<file path="config.mk">
export PLATFORM = sky130hd
export DESIGN_NAME = myriadrf_wb_arbiter
export DESIGN_NICKNAME = d
export VERILOG_FILES = /design/src/rtl/myriadrf_wb_arbiter.sv
export SDC_FILE = /design/constraint.sdc
export NUM_CORES = 1
export LEC_CHECK = 0
export ABC_AREA = 1
export CELL_PAD_IN_SITES_DETAIL_PLACEMENT = 1
export CELL_PAD_IN_SITES_GLOBAL_PLACEMENT = 2
export CORE_AREA = 2 2 132 134
export DETAILED_ROUTE_END_ITERATION = 10
export DIE_AREA = 0 0 134 136
export PLACE_DENSITY_LB_ADDON = 0.1
export SLEW_MARGIN = 20
export SYNTH_ARGS = -nofsm -noshare
export SYNTH_HDL_FRONTEND = slang
export SYNTH_SLANG_ARGS = --single-unit
</file>
<file path="constraint.sdc">
create_clock -name wb_clk -period 2.1 [get_ports wb_clk]
set_input_delay 0.42 -clock wb_clk [delete_from_list [all_inputs] [get_ports wb_clk]]
set_output_delay 0.42 -clock wb_clk [all_outputs]
set_load 0.005 [all_outputs]
</file>
<file path="src/rtl/myriadrf_wb_arbiter.sv">
// rtl/myriadrf_wb_arbiter.sv - two-requester Wishbone B3 round-robin arbiter (TX/RX DMA to memory)
// Optional stall watchdog enabled by defining MYRIADRF_ARB_TIMEOUT_EN.
module myriadrf_wb_arbiter #(
  parameter int unsigned TIMEOUT_CYCLES = 1024
) (
  input  logic        wb_clk,
  input  logic        wb_rst,
  input  logic [31:0] wbs_tx_adr_i,
  input  logic [31:0] wbs_tx_dat_i,
  input  logic [3:0]  wbs_tx_sel_i,
  input  logic        wbs_tx_we_i,
  input  logic        wbs_tx_cyc_i,
  input  logic        wbs_tx_stb_i,
  input  logic [2:0]  wbs_tx_cti_i,
  input  logic [1:0]  wbs_tx_bte_i,
  output logic [31:0] wbs_tx_dat_o,
  output logic        wbs_tx_ack_o,
  output logic        wbs_tx_err_o,
  output logic        wbs_tx_rty_o,
  input  logic [31:0] wbs_rx_adr_i,
  input  logic [31:0] wbs_rx_dat_i,
  input  logic [3:0]  wbs_rx_sel_i,
  input  logic        wbs_rx_we_i,
  input  logic        wbs_rx_cyc_i,
  input  logic        wbs_rx_stb_i,
  input  logic [2:0]  wbs_rx_cti_i,
  input  logic [1:0]  wbs_rx_bte_i,
  output logic [31:0] wbs_rx_dat_o,
  output logic        wbs_rx_ack_o,
  output logic        wbs_rx_err_o,
  output logic        wbs_rx_rty_o,
  output logic [31:0] wbm_adr_o,
  output logic [31:0] wbm_dat_o,
  output logic [3:0]  wbm_sel_o,
  output logic        wbm_we_o,
  output logic        wbm_cyc_o,
  output logic        wbm_stb_o,
  output logic [2:0]  wbm_cti_o,
  output logic [1:0]  wbm_bte_o,
  input  logic [31:0] wbm_dat_i,
  input  logic        wbm_ack_i,
  input  logic        wbm_err_i,
  input  logic        wbm_rty_i,
  output logic [1:0]  grant_o,
  output logic        timeout_o
);

  typedef enum logic [1:0] {
    IDLE   = 2'b00,
    GNT_TX = 2'b01,
    GNT_RX = 2'b10
  } state_t;

  state_t state, state_nxt;
  logic   last_rx, last_rx_nxt;
  logic   sel_tx, sel_rx;
  logic   cyc_mux, stb_mux, resp, timeout_hit;

  always_ff @(posedge wb_clk) begin
    if (wb_rst) begin
      state   <= IDLE;
      last_rx <= 1'b1;
    end else begin
      state   <= state_nxt;
      last_rx <= last_rx_nxt;
    end
  end

  // Only registered state and live cyc_i feed arbitration; slave responses never do.
  always_comb begin
    state_nxt   = state;
    last_rx_nxt = last_rx;
    case (state)
      IDLE: begin
        if (wbs_tx_cyc_i && wbs_rx_cyc_i) state_nxt = last_rx ? GNT_TX : GNT_RX;
        else if (wbs_tx_cyc_i)            state_nxt = GNT_TX;
        else if (wbs_rx_cyc_i)            state_nxt = GNT_RX;
      end
      GNT_TX: begin
        if (!wbs_tx_cyc_i) begin
          last_rx_nxt = 1'b0;
          state_nxt   = wbs_rx_cyc_i ? GNT_RX : IDLE;
        end
      end
      GNT_RX: begin
        if (!wbs_rx_cyc_i) begin
          last_rx_nxt = 1'b1;
          state_nxt   = wbs_tx_cyc_i ? GNT_TX : IDLE;
        end
      end
      default: state_nxt = IDLE;
    endcase
  end

  assign sel_tx  = (state == GNT_TX);
  assign sel_rx  = (state == GNT_RX);
  assign grant_o = state;
  assign resp    = wbm_ack_i | wbm_err_i | wbm_rty_i;

  always_comb begin
    wbm_adr_o = '0;
    wbm_dat_o = '0;
    wbm_sel_o = '0;
    wbm_we_o  = 1'b0;
    wbm_cti_o = '0;
    wbm_bte_o = '0;
    cyc_mux   = 1'b0;
    stb_mux   = 1'b0;
    if (sel_tx) begin
      wbm_adr_o = wbs_tx_adr_i;
      wbm_dat_o = wbs_tx_dat_i;
      wbm_sel_o = wbs_tx_sel_i;
      wbm_we_o  = wbs_tx_we_i;
      wbm_cti_o = wbs_tx_cti_i;
      wbm_bte_o = wbs_tx_bte_i;
      cyc_mux   = wbs_tx_cyc_i;
      stb_mux   = wbs_tx_stb_i;
    end else if (sel_rx) begin
      wbm_adr_o = wbs_rx_adr_i;
      wbm_dat_o = wbs_rx_dat_i;
      wbm_sel_o = wbs_rx_sel_i;
      wbm_we_o  = wbs_rx_we_i;
      wbm_cti_o = wbs_rx_cti_i;
      wbm_bte_o = wbs_rx_bte_i;
      cyc_mux   = wbs_rx_cyc_i;
      stb_mux   = wbs_rx_stb_i;
    end
  end

`ifdef MYRIADRF_ARB_TIMEOUT_EN
  logic [15:0] wd_cnt;

  assign timeout_hit = !wb_rst && stb_mux && !resp &&
                       (wd_cnt == 16'(TIMEOUT_CYCLES - 1));

  always_ff @(posedge wb_clk) begin
    if (wb_rst || (state_nxt != state) || !stb_mux || resp || timeout_hit)
      wd_cnt <= '0;
    else
      wd_cnt <= wd_cnt + 16'd1;
  end
`else
  assign timeout_hit = 1'b0;
`endif

  assign timeout_o = timeout_hit;
  // The abort cycle withdraws the request from memory while the owner sees err.
  assign wbm_cyc_o = cyc_mux & ~timeout_hit;
  assign wbm_stb_o = stb_mux & ~timeout_hit;

  assign wbs_tx_dat_o = wbm_dat_i;
  assign wbs_rx_dat_o = wbm_dat_i;
  assign wbs_tx_ack_o = sel_tx & wbm_ack_i;
  assign wbs_tx_err_o = sel_tx & (wbm_err_i | timeout_hit);
  assign wbs_tx_rty_o = sel_tx & wbm_rty_i;
  assign wbs_rx_ack_o = sel_rx & wbm_ack_i;
  assign wbs_rx_err_o = sel_rx & (wbm_err_i | timeout_hit);
  assign wbs_rx_rty_o = sel_rx & wbm_rty_i;

endmodule
</file>
# Word-level counts from Yosys, hierarchy flattened
# Cells that the tools add are included.
# totals
in_bits	189
word_cells	46
out_inout_bits	149
regBits	3
# op_classes
n_reduce_logical	5
eq_ne	5
n_bitwise	6
n_mux	28
# op_table
op	count
32-bit two-way mux	4
2-bit two-way mux	9
1-bit two-way mux	9
4-bit two-way mux	2
1-bit AND	6
3-bit two-way mux	2
2-bit one-hot mux with 3 select lines	1
3-bit AND reduction	2
2-bit != test, second input constant	2
4-bit != test, second input constant	1
2-bit by 1-bit == test with 1-bit output, second input constant	1
2-bit == test, second input constant	1
2-bit logical NOT	1
1-bit one-hot mux with 2 select lines	1
2-bit nonzero test	1
1-bit logical AND	1

# Logic depth before layout (Yosys ltp)
# Gate-level depths: netlist of run 1.
# depth
ltp_word	4
depth_mapped	7
mapped_depth_nobuf	6

# Least setup slack after synthesis of run 1
# No wires, ideal clock.
# synth_path
path_type	register to output
start	reg state[0] (netlist: grant_o[0])
end	out wbm_adr_o[10]
n_path_buf	2
path_slack_ns	0.599
required_ns	1.680
t_arrival_ns	1.081
path_stages_with_launch	6
cell_sequence	dfxtp_1 -> inv_2 -> nor2_2 -> buf_4 -> buf_2 -> a22o_1
# synth_via
elab_chain_len	3
elab_cells_between_ends	4
# synth_rtl
element	line	source
from (decl)	54	state_t state, state_nxt;
from (signal assigned)	64	state <= state_nxt;
2-bit == test	96	assign sel_rx = (state == GNT_RX);
32-bit two-way mux	118	end else if (sel_rx) begin
32-bit two-way mux (*)	109	if (sel_tx) begin
to (decl)	32	output logic [31:0] wbm_adr_o,
# Every way passes the cells marked *; elsewhere a longest branch is shown, timed or not.

# Final worst setup path of run 1
# layout_path
start	reg state[0] (netlist: grant_o[0])
end	out wbm_dat_o[2]
# layout_via
elab_chain_len	3
elab_cells_between_ends	4
# layout_rtl
element	line	source
2-bit == test	96	
32-bit two-way mux	118	
32-bit two-way mux (*)	109	
to (decl)	33	output logic [31:0] wbm_dat_o,
# Marked as above.

==> metrics.yaml, run 1 <==
drt:
  wirelength_um: 10500
  ant_nets: 0
  vias_per_cell: 3.60
  wl_per_cell_um: 16.7
  drt-initial-drc-count: 51
  drc_errors: 0
  first_pass_iters: 4
  vias: 2255
setup_path:
  worstSetupEndpointType: "primary output"
  critical_path_class: "reg -> out"
  critical-path-max-stage-delay_ps: 500
  start_kind: "flip-flop"
  crit_chain: "buf_6 > nor2_4 > buf_6 > buf_12 > a22o_1 > clkdlybuf4s50_1"
  critPathSlowestCell: "clkdlybuf4s50_1"
  crit_path_frequent_cell: "buf_6"
  cp_max_fo: 11
  required_ps: 1680
  r2r_slack_ps: 650
  arrival_ps: 1720
sta:
  rsz0062_at_grt: "yes"
  post-route-min-period_ps: 2140
  period_share_pct: 102
  setup_ws_ps: -40.6
  max_freq_ghz: 0.467
  finalSetupTns_ps: -40.6
  hold_viol: 0
  whs_ps: 478
  fin_skew_ps: 1.40
  setup_viol: 1
  final_max_slew_viol_count: 0
clocking:
  clk_pin_slew_worst_paths_ps: 30
  cts_root_buf: "clkbuf_16"
  htree_num_levels: 1
  cts_buffers: 3
  cts_num_sinks: 3
  clk_path_buf_depth: 2
  cts_tree: "built"
  clkLatencyLatePin_ps: 220
pwr:
  finalPower_mw: 1.65
  ir_worst_vdd_mv: 0.312
  pwr_density_cell_nw_per_um2: 402
  p_leak_nw: 1.96
worst_hold_path:
  hold_path_class: "reg -> reg"
global_route:
  grt_pass1_wl_um: 14600
  gr-total-overflow: 0
  grt_usage_pct: 10.2
  grt_max_degree: 36
  grt_pass1_vias: 2462
  antenna_found_initial: 0
die:
  fp-row-count: 48
  pin_count: 338
  die_y_um: 136
  fp.coreArea_um2: 16900
  die-area_um2: 18200
  dieWidth_um: 134
  start_util_pct: 8.64
synth:
  yosysSeqAreaShare_pct: 4.12
  synth_cell_types: 15
  synth_area_per_cell_um2: 7.41
  ys_warn_count: 0
  syn-num-nets: 386
  netlist_area_um2: 1460
  yosys_register_bits: 3
  syn_inst: 197
final_layout:
  multiInputGateArea_um2: 797
  syn_to_final_growth_pct: 181
  drive_above_1_share_pct: 16.9
  nFillCells: 1998
  area.sequential_um2: 67.6
  nets: 592
  antenna_cells: 0
outcome:
  status: "finished with violations"
  violations: "negative setup slack"
placed_design:
  portBuffers: 240
  dp_hpwl_um: 7710
  gp_congestion: 0.709
run:
  maxCapViolations: 0
[layout by cell type, fill, tap and decap left out, types with 5 or more instances in the layout]
cell	n
clkdlybuf4s50_1	159
a22o_1	74
dlygate4sd2_1	57
buf_4	22
clkbuf_2	15
nor2_1	9
buf_12	9
inv_1	8
nand3_1	6
nand2_1	5
clkbuf_16	5
dlymetal6s2s_1	5
buf_6	5
[report_power, final]
group / internal [mW] / leakage, nW / total [mW] / switching, mW
clock: 0.250 / 0.0382 / 0.301 / 0.0503
sequential: 0.0651 / 0.0260 / 0.0726 / 0.00749
combinational: 0.834 / 1.90 / 1.27 / 0.441
[worst paths after layout]
path | from | to | cells after the start
max | grant_o[0] | wbm_dat_o[2] | 6
min | last_rx | last_rx | 2
max reg2reg | grant_o[0] | last_rx | 9
min reg2reg | last_rx | last_rx | 2
[synthesized netlist by cell type, drive strengths merged]
cell type | number | share of area, %
inv | 11 | 2.8
dfxtp | 3 | 4.1
conb | 1 | 0.26
o211ai | 1 | 0.51
a22o | 75 | 45
nand3 | 6 | 2.1
buf | 80 | 39
clkbuf | 1 | 0.26
o21ai | 1 | 0.34
a21oi | 2 | 0.69
nor2 | 11 | 3.2
nand2 | 5 | 1.3
[logic make-up after synthesis]
logic type | Yosys count | synth area share, %
other | 1 | 0.257
and+or+nand+nor | 22 | 6.52
DFF | 3 | 4.12
AOI/OAI and AO/OA | 79 | 46.6
buffers and inverters | 92 | 42.5
[stage by stage]
step	std cells	utilization [%]	instance area, um^2	setup slack, ps
finish	627	24.3	4100	-40.6
global route	627	24.3	4100	-95.7
CTS	619	24.0	4050	-136
detailed placement	595	22.3	3770	33.1
global placement	595	22.3	3770	26.7
floorplan	197	-	1460	599
[registers in the layout, indices dropped and copies added, names as in the netlist]
signal	cells
grant_o	2
last_rx	1
[per-layer routing]
metal	share of wire, %	global-route usage [%]	wire (um)
met1	35	10.6	3660
met2	54	19.9	5640
met3	9.6	3.50	1000
met4	1.4	2.13	150
met5	0	0	0
[area by class of cell]
cell class / count / share of cell area, %
clock buffers: 4 / 1.92
well taps: 225 / 6.87
flip-flops and latches: 3 / 1.65
multi-input cells: 102 / 19.5
repair buffers: 282 / 69.1
inverters: 11 / 1.01
[timing repair]
action | 4_1_cts | 5_1_grt
gates cloned | 4 | 2
hold buffers | 0 | 0
endpoints found under the setup margin | 81 | 28
resized for setup | 105 | 24
buffers inserted | 16 | 6
pin swaps | 5 | 2
[critical path, delay by kind of cell (launching register included)]
family / cells / cell delay [ps]
compound gates: 1 / 140
simple gates: 1 / 110
buf+inv: 4 / 890
flops: 1 / 350
(Power assumes the default switching activity.)
==> inputs of run 2 (changes only) <==
- CORE_AREA: 2 2 132 134 -> 8 8 124 126
- DIE_AREA: 0 0 134 136 -> 0 0 132 134
- DONT_BUFFER_PORTS: default -> 1
==> run 2 against run 1 <==
  * The run now ends clean
  * Non-clock buffer count shrank 276
  * Critical endpoint is now wbm_adr_o[21]
  * Combinational power decreased by 64%
  * Via count is 46% lower
==> metrics.yaml, run 2 (synthesis results as in run 1) <==
final_layout:
  largest_reg_flops: 2  # unchanged
  instances_no_fill: 306  # -51%
  nFillCells: 1618  # -19%
  multiInputGateArea_um2: 788  # -1.1%
  postLayoutCoreUtil_pct: 9.48  # -15 points
  antenna_cells: 0  # unchanged
  area.sequential_um2: 60.1  # -11%
  drive_above_1_share_pct: 11.1  # -5.8 points
  nets: 316  # -47%
  final_cell_mix: "a22o_1, nor2_1, inv_1, nand3_1, nand2_1"
  final_common_cell: "a22o_1"
  syn_to_final_growth_pct: -12.3
die:
  die-area_um2: 17700  # -2.9%
  fp.coreArea_um2: 13500  # -20%
  die_y_um: 134  # -1.5%
  start_util_pct: 10.8  # +2.2 points
  dieWidth_um: 132  # -1.5%
  pin_count: 338  # unchanged
  fp-row-count: 43  # -10%
placed_design:
  dp_hpwl_um: 6240  # -19%
  gp_congestion: 0.684  # -3.4%
  portBuffers: 0  # -100%
  dp_cells: 302  # -49%
setup_path:
  cp.buffers_inverters: 2  # -2
  cp_max_fo: 40  # +29
  start_kind: "flip-flop"
  arrival_ps: 1520  # -200 ps
  reg2reg_from: "grant_o[0]"
  worst_r2r_path_depth: 7  # -2
  r2r_slack_ps: 550  # -100 ps
  cp-startpoint: "grant_o[1]"
  crit_chain: "inv_2 > nor2_4 > buf_6 > a22o_1"
  crit-reg2reg-capture: "last_rx"
  critical-path-max-stage-delay_ps: 490  # about the same
  critical_path.top_delay_family: "flip-flops"
  worstSetupEndpointType: "primary output"
  critPathSlowestCell: "dfxtp_1"
  critical_path_class: "reg -> out"
  required_ps: 1680  # about the same
drt:
  ant_nets: 0  # unchanged
  wirelength_um: 7120  # -32%
  drc_errors: 0  # unchanged
  first_pass_iters: 4  # unchanged
  drt-initial-drc-count: 31  # -39%
  wl_per_cell_um: 23.3  # +40%
  vias: 1227  # -46%
  vias_per_cell: 4.01  # +11%
clocking:
  clk_pin_slew_worst_paths_ps: 30  # about the same
  cts_num_sinks: 3  # unchanged
  hold_buffers: 0  # unchanged
  cts_root_buf: "clkbuf_16"
  clkLatencyLatePin_ps: 230  # about the same
  cts_buffers: 3  # unchanged
  htree_num_levels: 1  # unchanged
  cts_tree: "built"
  clk_path_buf_depth: 2  # unchanged
sta:
  finalSetupTns_ps: 0  # +40.6 ps
  fin_skew_ps: 2.62  # +1.21 ps
  hold_viol: 0  # unchanged
  whs_ps: 258  # -219 ps
  post-route-min-period_ps: 1940  # -202 ps
  setup_viol: 0  # -1
  max_freq_ghz: 0.516  # +10%
  rsz0062_at_grt: "no"
  final_max_slew_viol_count: 0  # unchanged
  period_share_pct: 92.3  # -9.6 points
global_route:
  grt_use_met1_pct: 6.04  # -4.5 points
  grt_usage_pct: 6.89  # -3.3 points
  antenna_found_initial: 0  # unchanged
  grt_pass1_wl_um: 9780  # -33%
  use_met2_pct: 13.1  # -6.7 points
  grtUsageMet3_pct: 3.29  # -0.21 points
  grt-busiest-layer: "met2"
  grt_max_degree: 42  # +17%
  grt_pass1_vias: 1435  # -42%
  gr-total-overflow: 0  # unchanged
worst_hold_path:
  min_to: "grant_o[0]"
  hp-start: "wb_rst"
  hold_path_class: "in -> reg"
  min_path_cells: 1  # -1
pwr:
  cell_internal_pwr_mw: 0.512  # -55%
  pwr_density_cell_nw_per_um2: 661  # +64%
  p_sw_mw: 0.334  # -33%
  combPwrFrac_pct: 54.2  # -23 points
  ir_worst_vdd_mv: 0.224  # -28%
  p_seq_share_pct: 9.0  # +4.6 points
  p_leak_nw: 0.476  # -76%
  swShare_pct: 39.4  # +9.2 points
  finalPower_mw: 0.846  # -49%
  clockPowerShare_pct: 36.7  # +19 points
outcome:
  status: "complete, no violations"
run:
  maxCapViolations: 0  # unchanged
run 2: cell count changes in the layout (fill, tap and decap cells not counted), sizes merged:
cell,previous run,this run
clkdlybuf4s50,159,0
dlygate4sd2,57,0
buf,40,6
clkbuf,21,4
dlymetal6s2s,5,0
clkdlybuf4s15,4,0
run 2: final cells by class:
type                    instances  share of cell area, %
clock buffers                   4                   6.16
flip-flops and latches          3                   4.69
repair buffers                  6                   6.74
inverters                      11                   3.23
well taps                     180                   17.6
multi-input cells             102                   61.6
run 2: worst max path at each step:
stage	to	slack, ps	depth (start not counted)
3_3_place_gp	wbm_adr_o[9]	350	4
5_1_grt	wbm_adr_o[21]	80	4
4_1_cts	wbm_adr_o[12]	30	4
6_report	wbm_adr_o[21]	160	4
2_1_floorplan	wbm_adr_o[10]	600	5
3_5_place_dp	wbm_adr_o[12]	270	4
run 2: per-stage QoR:
step | setup WS [ps] | area [um^2]
after global routing | 83.0 | 1280
final | 162 | 1280
after global placement | 351 | 1200
after floorplan | 599 | 1460
after CTS | 31.7 | 1280
after detailed placement | 271 | 1200
run 2: routing by layer:
metal	vias up	share of wire [%]	wire [um]
met3	33	11	815
met4	0	3.1	219
li1	517	-	-
met1	556	30	2170
met5	-	0	0
met2	121	55	3920
run 2: worst register-to-register path: stages (launching register included):
cell and delay (ps):
dfxtp_1 480, inv_2 100, nor2_4 150, buf_12 210, inv_1 140, buf_4 150, o21ai_1 110, o211ai_1 90
run 2: repair_timing:
item	4_1_cts	5_1_grt
buffers inserted	0	0
setup endpoints to repair	0	17
gates resized for setup	0	1
run 2: power by group through the flow:
stage	combinational, mW	clock [mW]	sequential, mW
after floorplan	0.462	0	0.0723
after global placement	0.467	0	0.0776
after detailed placement	0.471	0	0.0784
after CTS	0.473	0.314	0.0775
after global routing	0.503	0.317	0.0780
final	0.459	0.311	0.0765
